### config.mk
export PLATFORM = sky130hd
export DESIGN_NAME = popcount_chunk_sequencer
export DESIGN_NICKNAME = d
export VERILOG_FILES = /design/src/rtl/popcount_chunk_sequencer.sv
export SDC_FILE = /design/constraint.sdc
export NUM_CORES = 1
export LEC_CHECK = 0
export BUFFER_PORTS_ARGS = -buffer_cell sky130_fd_sc_hd__buf_2
export CAP_MARGIN = 5
export CORE_UTILIZATION = 57
export CTS_BUF_LIST = sky130_fd_sc_hd__clkbuf_8
export DETAILED_ROUTE_END_ITERATION = 16
export PLACE_DENSITY = 0.82
export SLEW_MARGIN = 15
export SYNTH_ARGS = -nofsm -noshare
export SYNTH_HDL_FRONTEND = slang
export SYNTH_SLANG_ARGS = --single-unit
### constraint.sdc
create_clock -name clk_i -period 5 [get_ports clk_i]
set_clock_uncertainty 0.05 [all_clocks]
set_input_delay 0.25 -clock clk_i [delete_from_list [all_inputs] [get_ports clk_i]]
set_output_delay 0.25 -clock clk_i [all_outputs]
set_load 0.01 [all_outputs]
### src/rtl/popcount_chunk_sequencer.sv
// Multi-cycle population count: a WIDTH-bit word is counted CHUNK bits per cycle.
// Optional macro POPCNT_EARLY_EXIT_EN ends the count once the remaining bits are all zero.
module popcount_chunk_sequencer #(
  parameter int WIDTH = 64,
  parameter int CHUNK = 8
) (
  input  logic                   clk_i,
  input  logic                   arst_i,
  input  logic [WIDTH-1:0]       data_i,
  input  logic                   data_val_i,
  output logic                   data_ready_o,
  output logic [$clog2(WIDTH):0] data_o,
  output logic                   data_val_o,
  input  logic                   data_ready_i,
  output logic                   busy_o
);

  localparam int BEATS  = WIDTH / CHUNK;
  localparam int CNT_W  = $clog2(WIDTH) + 1;
  localparam int BEAT_W = (BEATS > 1) ? $clog2(BEATS) : 1;

  // Handshake: a word moves on an edge where data_val_i && data_ready_o, and a
  // result moves on an edge where data_val_o && data_ready_i. Valid holds until taken.
  typedef enum logic [1:0] {IDLE, COUNT, OUT} state_t;

  state_t            state, state_next;
  logic [WIDTH-1:0]  shift, shift_next;
  logic [CNT_W-1:0]  acc, acc_sum;
  logic [BEAT_W-1:0] beat;
  logic              last_beat;
  logic              accept;

  function automatic logic [CNT_W-1:0] popcount(input logic [CHUNK-1:0] bits);
    logic [CNT_W-1:0] sum;
    sum = '0;
    for (int i = 0; i < CHUNK; i++) begin
      sum = sum + CNT_W'(bits[i]);
    end
    return sum;
  endfunction

  assign accept     = data_val_i && data_ready_o;
  assign shift_next = shift >> CHUNK;
  assign acc_sum    = acc + popcount(shift[CHUNK-1:0]);

`ifdef POPCNT_EARLY_EXIT_EN
  assign last_beat = (beat == BEAT_W'(BEATS - 1)) || (shift_next == '0);
`else
  assign last_beat = (beat == BEAT_W'(BEATS - 1));
`endif

  always_comb begin
    state_next = state;
    case (state)
      IDLE:    if (accept) state_next = COUNT;
      COUNT:   if (last_beat) state_next = OUT;
      OUT:     if (data_ready_i) state_next = IDLE;
      default: state_next = IDLE;
    endcase
  end

  always_ff @(posedge clk_i or posedge arst_i) begin
    if (arst_i) begin
      state <= IDLE;
    end else begin
      state <= state_next;
    end
  end

  assign busy_o = (state != IDLE);

  // Ready is registered so no input reaches an output combinationally.
  always_ff @(posedge clk_i or posedge arst_i) begin
    if (arst_i) begin
      data_ready_o <= 1'b0;
      data_val_o   <= 1'b0;
      data_o       <= '0;
      shift        <= '0;
      acc          <= '0;
      beat         <= '0;
    end else begin
      data_ready_o <= (state_next == IDLE);
      case (state)
        IDLE: begin
          if (accept) begin
            shift <= data_i;
            acc   <= '0;
            beat  <= '0;
          end
        end
        COUNT: begin
          acc   <= acc_sum;
          shift <= shift_next;
          beat  <= beat + 1'b1;
          if (last_beat) begin
            data_o     <= acc_sum;
            data_val_o <= 1'b1;
          end
        end
        OUT: begin
          if (data_ready_i) data_val_o <= 1'b0;
        end
        default: ;
      endcase
    end
  end

endmodule

# == Yosys cells after proc, flatten, opt, wreduce, memory -nomap -nowiden ==
# Index checks and enable logic that the tools add are counted.
# op_classes
addsub,9
eq_ne,6
muxes,13
reduce_logical,9
# op_table
operator,n
case mux 64 bit (2 select lines),1
2-to-1 mux 64 bit,1
case mux 7 bit (2 select lines),1
adder 6 x 1 -> 7 bit,1
adder 7 x 1 -> 7 bit,1
adder 7 bit,1
2-to-1 mux 7 bit,1
adder 5 x 1 -> 6 bit,1
2-to-1 mux 2 bit,3
inequality test 2 bit (second input constant),3
case mux 2 bit (3 select lines),1
case mux 3 bit (2 select lines),1
nonzero test 2 bit,3
adder 4 x 1 -> 5 bit,1
adder 3 x 1 -> 4 bit,1
logical NOT 2 bit,2
AND reduction 2 bit,2
adder 2 x 1 -> 3 bit,1
adder 3 x 1 -> 3 bit (second input constant),1
equality test 3 bit (second input constant),1
2-to-1 mux 3 bit,1
AND reduction 3 bit,1
adder 1 x 1 -> 2 bit,1
equality test 2 x 1 -> 1 bit (second input constant),1
other kinds (4),5
# totals
regBits,85
in_bits,68
wordCells,44

# == Depth between registers and ports, before layout ==
# Gate-level depths: netlist of run 1.
# logic_depth
ltp_word,9
depth_mapped,11
depth_no_buf,11

# == Least setup slack after synthesis of run 1 ==
# Ideal clock, no wire load.
# synth_timing
kind,flip-flop to flip-flop
from,register shift[0]
to,register data_o[6]
setup_time_ns,0.069
arrival_ns,3.354
t_required_ns,4.881
path_slack_ns,1.527
path_stages_with_launch,11
n_path_buf,0
period_less_slack_ns,3.473
cell_sequence,dfrtp_1 -> fa_1 -> inv_1 -> fa_1 -> fa_1 -> fa_1 -> fa_1 -> nor2b_1 -> o2111ai_1 -> a211o_1 -> nand3_1
# synth_between
elab_chain_cells,8
# synth_rtl
element,line_no,source
"start, declared",27,"logic [WIDTH-1:0] shift, shift_next;"
"start signal, assigned",86,shift <= data_i;
"start signal, assigned",93,shift <= shift_next;
adder 1 x 1 -> 2 bit,37,sum = sum + CNT_W'(bits[i]);
adder 2 x 1 -> 3 bit,37,
adder 3 x 1 -> 4 bit,37,
adder 4 x 1 -> 5 bit,37,
adder 5 x 1 -> 6 bit,37,
adder 6 x 1 -> 7 bit,37,
adder 7 x 1 -> 7 bit,37,
adder 7 bit,44,assign acc_sum = acc + popcount(shift[CHUNK-1:0]);
"end signal, assigned",96,data_o <= acc_sum;
"end, declared",12,"output logic [$clog2(WIDTH):0] data_o,"
# Every way passes these cells.
# A chain may end at the register's enable or synchronous reset.

# == Worst setup path after layout of run 1 ==
# layout_timing
from,register shift[0]
to,register acc[6]
# layout_between
elab_chain_cells,9
# layout_rtl
element,line_no,source
adder 1 x 1 -> 2 bit,37,
adder 2 x 1 -> 3 bit,37,
adder 3 x 1 -> 4 bit,37,
adder 4 x 1 -> 5 bit,37,
adder 5 x 1 -> 6 bit,37,
adder 6 x 1 -> 7 bit,37,
adder 7 x 1 -> 7 bit,37,
adder 7 bit,44,
case mux 7 bit (2 select lines),83,case (state)
"end signal, assigned",92,acc <= acc_sum;
"end, declared",28,"logic [CNT_W-1:0] acc, acc_sum;"
# Every way passes these cells.

==> results of run 1 <==
power groups by stage:
stage / Sequential (uW) / Clock, uW / Combinational, uW
after floorplan: 1150 / 0 / 1480
after global placement: 1170 / 0 / 1600
after detailed placement: 1190 / 0 / 1670
after CTS: 1180 / 510 / 1700
after global routing: 1220 / 537 / 1910
final: 1180 / 505 / 1680
through the flow:
stage | cells | total power, uW | hold WS, ps
floorplan | 380 | 2630 | 333
global placement | 534 | 2780 | 412
detailed placement | 534 | 2860 | 420
CTS | 550 | 3390 | 47.8
global route | 550 | 3660 | 53.7
finish | 550 | 3360 | 30.4
path summary, 6_finish.rpt:
kind                                        from                     to  slack, ps
max reg2reg                 shift[0]$_DFFE_PP0P_     acc[6]$_DFFE_PP0P_       1320
min in group clk_i                    data_i[56]  shift[56]$_DFFE_PP0P_         60
min reg2reg                data_o[0]$_DFFE_PP0P_  data_o[0]$_DFFE_PP0P_        430
min                                       arst_i  shift[62]$_DFFE_PP0P_         30
max in group asynchronous                 arst_i     acc[4]$_DFFE_PP0P_       4350
max                         shift[0]$_DFFE_PP0P_     acc[6]$_DFFE_PP0P_       1320
placed cells by master, fill, tap and decap left out, types with 2 or more instances in the layout:
cell type,netlist,layout
nand3_1,3,3
o21a_1,2,2
buf_4,2,3
nor2b_1,2,2
nand4_1,2,2
inv_6,0,2
a31oi_1,3,3
ha_1,8,8
nand2_1,70,70
clkinv_2,0,2
o21ai_0,8,8
buf_2,9,77
a211o_1,4,4
and2_1,3,3
a22o_1,11,11
o2111ai_1,2,2
inv_1,15,14
o21ai_1,58,58
a21oi_1,2,2
or3_1,2,2
mux2i_1,57,57
dfrtp_1,85,85
fa_1,5,5
clkbuf_8,0,10
area by class of cell:
cell class	instances	area share (%)
Clock buffer	10	2.94
Sequential cell	85	45.4
Tap cell	96	2.57
Inverter	15	1.23
Timing Repair Buffer	81	8.95
Clock inverter	6	1.47
Multi-Input combinational cell	257	37.4
critical path, delay by kind of cell (launching register included):
family	cells	cell delay, ps
adders and majority gates	5	2280
AOI/OAI and AO/OA	3	620
DFF	1	410
and+or+nand+nor	1	210
buffers and inverters	1	40
sequential cells by signal, indices dropped and copies added, names as in the netlist:
signal	count
data_o	7
acc	7
data_ready_o	1
data_val_o	1
shift	64
beat	3
state	2
cell families (layout without fill, tap and decap cells):
group,Yosys count,after routing,synth area share [%]
AO/OA/AOI/OAI,97,97,14.0
AND/OR/NAND/NOR,88,88,9.02
flip-flops,85,85,51.5
multiplexers,58,58,14.1
buffers and inverters,38,112,6.36
adder cells (fa/ha/maj),13,13,4.84
XOR/XNOR,1,1,0.212
layer usage:
metal | part of all wire (%) | global-route usage, % | up-vias
met1 | 46 | 32.2 | 1404
met4 | 1.5 | 9.09 | 0
met3 | 4.8 | 4.08 | 11
li1 | - | - | 1460
met5 | 0 | 0 | -
met2 | 48 | 37.5 | 72
==> out/summary.txt, run 1 <==
most numerous cell types in the synthesized netlist: dfrtp_1, nand2_1, o21ai_1
CTS tree: done
design internal power: 1980 uW
delay contributed by the slowest stage of the critical path: 530 ps
fill count: 595
number of clock sinks: 85
fraction of layout instances using a drive strength above 1: 22.9%
arrival time of the worst setup path: 3910 ps
number of buffers inserted by port buffering: 77
Pre-Repair DR Iteration Count: 4
Post-synth EDFFs: 0
end-of-flow core utilization: 67.8%
die height: 87.2 um
normalized max-slew margin: 25.6%
power density over the cells: 719 nW/um2
worst reg-to-reg path cell count: 10
Tightest Pin Transition: 1110 ps
unrepaired setup endpoints after global routing: false
initial antenna violation count: 0
DPL Wire Length: 5610 um
time the final worst path needs with I/O delays and setup: 3680 ps
number of instances resized during post-cts repair: 0
DRC marker count from the first detailed-route iteration: 148
Final Hold Viols: 0
relative contribution of sequential cells to total power: 35.0%
accumulated negative setup slack: 0 ps
Async S/R FF share, synth: 100%
Total Routing Usage GR: 23.5%
post-synthesis net count: 461
synth warn: 0
net total in the final layout: 530
Multi-input gate area: 1750 um2
total setup buffers inserted after CTS: 0
data required time of the worst path: 5230 ps
remaining antenna violation count after routing: 0
detail-routed net length per standard cell: 14.7 um
CTS Root Cell: clkbuf_8
via count of the first global-routing pass: 2,917
Vias per Instance: 5.36
fin. max-slew vios: 0
final critical-path share of the clock period: 73.6%
run status: finished clean
top cells by area, synth: dfrtp_1, mux2i_1, o21ai_1, nand2_1, buf_12
area growth from synthesis to layout: 13.3%
global placer's final weighted congestion: 0.844
Comb pwr share: 50.0%
endpoint kind of the worst setup timing path: flip-flop
global-route wire length before repair: 13,600 um
Post-Synthesis Cell Area: 4130 um2
floorplan core area: 6910 um2
largest net degree at the start of global routing: 86
worst-path maximum fanout: 4
commonest register cell after synthesis: dfrtp_1
Hold/Removal Path Class: in2async
number of core rows: 30
number of max-cap violations: 0
hold buffer count at cts: 0
total die area: 7600 um2
CP Class: reg2reg
part of the total power dissipated in the clock network: 15.0%
horizontal die dimension: 87.2 um
number of clock buffers inserted by TritonCTS: 9
power spent charging and discharging nets: 1380 uW
placement-stage cell area: 4470 um2
post-synthesis sequential element count: 85
sequential share of the synthesized area: 51.5%
cells traversed along the worst timing path: fa_1 > inv_1 > fa_1 > fa_1 > fa_1 > fa_1 > nor2b_1 > o2111ai_1 > a211o_1 > o21ai_1
startpoint type of the worst setup path: flip-flop
count of boundary I/O pins: 78
mean area per synthesized cell: 10.9 um2
Syn Inst Count: 380
cell type of the slowest stage on the worst timing path: fa_1
post-synth top area share: 51.5%
starting density of the core: 59.8%
number of diodes: 0
static leakage power: 0.00236 uW
wire length after detailed routing: 8080 um
proportion of total power due to net switching: 41.1%
Congestion Overflow GR: 0
clock input transition at the sequential cells of the worst setup and hold paths: 90 ps
clock insertion delay at the later pin of the skew report: 350 ps
total area of sequential cells: 2130 um2
most common cell in the synthesized netlist: dfrtp_1
final critical-path setup slack: 1320 ps
number of design rule violations left after detail routing: 0
total via count in the routed design: 2,947
highest clock frequency the design can meet: 0.272 GHz
unique cell type count in the Yosys netlist: 39
Max H-tree Level: 3
Worst path most repeated cell: fa_1
post-placement setup slack: 1360 ps
maximum buffer depth of the clock tree: 2
number of endpoints failing setup at the final stage: 0
cell area after layout: 4680 um2
worst ir drop on vdd: 368 uV
library cell occupying the most area in the post-synthesis netlist: dfrtp_1
No activity file was read; power rests on OpenSTA's default activity.
==> inputs of run 2 (changes only) <==
==> constraint.sdc (replaced) <==
create_clock -name clk_i -period 3.4 [get_ports clk_i]
set_clock_uncertainty 0.05 [all_clocks]
set_input_delay 0.17 -clock clk_i [delete_from_list [all_inputs] [get_ports clk_i]]
set_output_delay 0.17 -clock clk_i [all_outputs]
set_load 0.01 [all_outputs]
==> out/summary.txt, run 2 (synthesis gave the netlist of run 1 again) <==
number of endpoints failing setup at the final stage: 2 (+2)
Vias per Instance: 5.31 (-0.81%)
fin. max-slew vios: 0 (unchanged)
DRC marker count from the first detailed-route iteration: 158 (+6.8%)
violations in the final reports: setup timing
starting density of the core: 59.8% (unchanged)
count of boundary I/O pins: 78 (unchanged)
number of design rule violations left after detail routing: 0 (unchanged)
largest net degree at the start of global routing: 81 (-5.8%)
Worst Hold Margin: 22.5 ps (-7.94 ps)
Total Routing Usage GR: 24.0% (+0.58 points)
startpoint type of the worst setup path: flip-flop
Congestion Overflow GR: 0 (unchanged)
run status: finished, violations left
final critical-path share of the clock period: 101% (+27 points)
cells traversed along the worst timing path: fa_1 > inv_1 > fa_1 > fa_1 > fa_2 > fa_2 > nor2b_4 > o2111ai_4 > a211o_1 > o21ai_1
CTS Root Cell: clkbuf_8
initial antenna violation count: 0 (unchanged)
top flop regs: shift (64), acc (7), data_o (7)
clock insertion delay at the later pin of the skew report: 360 ps (about the same)
worst ir drop on vdd: 589 uV (+60%)
final critical-path setup slack: -19.7 ps (-1340 ps)
global-route wire length before repair: 13,800 um (+1.5%)
number of clock sinks: 85 (unchanged)
total via count in the routed design: 2,987 (+1.4%)
accumulated negative setup slack: -34.0 ps (-34.0 ps)
register-to-register setup slack: -20 ps (-1340 ps)
maximum buffer depth of the clock tree: 2 (unchanged)
area growth from synthesis to layout: 16.1%
endpoint kind of the worst setup timing path: flip-flop
arrival time of the worst setup path: 3650 ps (-260 ps)
number of max-cap violations: 0 (unchanged)
detail-routed net length per standard cell: 14.5 um (-1.6%)
Pre-Repair DR Iteration Count: 5 (+1)
via count of the first global-routing pass: 2,953 (+1.2%)
Max H-tree Level: 3 (unchanged)
CTS tree: done
floorplan core area: 6910 um2 (unchanged)
remaining antenna violation count after routing: 0 (unchanged)
highest clock frequency the design can meet: 0.292 GHz (+7.6%)
static leakage power: 0.00240 uW (+1.9%)
power density over the cells: 1050 nW/um2 (+46%)
worst-path maximum fanout: 4 (unchanged)
delay contributed by the slowest stage of the critical path: 530 ps (about the same)
Hold/Removal Path Class: in2reg
net total in the final layout: 542 (+2.3%)
Final Hold Viols: 0 (unchanged)
number of clock buffers inserted by TritonCTS: 9 (unchanged)
cell type of the slowest stage on the worst timing path: fa_1
horizontal die dimension: 87.2 um (unchanged)
clock input transition at the sequential cells of the worst setup and hold paths: 90 ps (about the same)
commonest cells after routing, fill and taps aside: dfrtp_1, buf_2, nand2_1, o21ai_1, mux2i_1
number of flip-flops in the largest register: 64 (unchanged)
Design Power: 5040 uW (+50%)
number of buffers inserted by port buffering: 77 (unchanged)
Tightest Pin Transition: 738 ps (-373 ps)
normalized max-slew margin: 50.8% (+25 points)
time the final worst path needs with I/O delays and setup: 3420 ps (-261 ps)
wire length after detailed routing: 8120 um (+0.56%)
global placer's final weighted congestion: 0.797 (-5.5%)
fraction of layout instances using a drive strength above 1: 23.6% (+0.70 points)
data required time of the worst path: 3630 ps (-1600 ps)
CP Class: reg2reg
DPL Wire Length: 5540 um (-1.1%)
unrepaired setup endpoints after global routing: true
die height: 87.2 um (unchanged)
Worst path most repeated cell: fa_1
number of core rows: 30 (unchanged)
most common cell after layout, fill and taps aside: dfrtp_1
total die area: 7600 um2 (unchanged)
largest register by flop count: shift
number of diodes: 0 (unchanged)
[run 2: cell type report]
type	count	area, um2
clock buffer	10	138
clock inverter	6	47.5
fill	544	2110
inverter	15	58.8
multi-input combinational	257	1780
sequential	85	2130
tap	96	120
timing repair buffer	93	528
[run 2: layer usage]
metal	wire [um]	GRT usage, %	vias up
met5	0	0	-
met1	3720	33.0	1410
met2	3840	36.9	76
met4	179	11.3	0
li1	-	-	1486
met3	384	4.93	15
[run 2: report_power, final]
part           switching, uW  leakage (uW)  internal [uW]
Sequential               268       0.00108           1470
Clock                    371     0.0000922            291
Combinational           1450       0.00123           1180
[run 2: what timing repair did]
item / 4_1_cts / 5_1_grt
setup endpoints to repair: 4 / 4
setup buffers: 1 / 1
hold buffers: 9 / 0
gates resized for setup: 4 / 1
pin swaps: 1 / 2
endpoints found under the hold margin: 54 / 0
[run 2: per-stage QoR]
stage	worst slack, ps	std cells	instance area [um2]	util, %
floorplan	20.4	380	4140	-
global placement	-62.0	535	4490	65.0
detailed placement	-85.2	535	4490	65.0
CTS	-19.8	561	4790	69.4
global route	-183	562	4800	69.5
finish	-19.7	562	4800	69.5
[run 2: path summary, 6_finish.rpt]
path / cells past startpoint / start / end
hold / removal: 3 / data_i[45] / shift[45]$_DFFE_PP0P_
hold reg to reg: 2 / shift[19]$_DFFE_PP0P_ / shift[19]$_DFFE_PP0P_
setup / recovery: 10 / shift[0]$_DFFE_PP0P_ / acc[6]$_DFFE_PP0P_
max in group asynchronous: 4 / arst_i / data_o[6]$_DFFE_PP0P_
min in group asynchronous: 3 / arst_i / shift[59]$_DFFE_PP0P_
setup reg to reg: 10 / shift[0]$_DFFE_PP0P_ / acc[6]$_DFFE_PP0P_
[run 2: critical path, delay by kind of cell, from the launching register on]
kind	cells	cell delay, ps
adder cells (fa/ha/maj)	5	2190
AO/OA/AOI/OAI	3	490
AND/OR/NAND/NOR	1	170
flip-flops	1	410
buffers and inverters	1	50
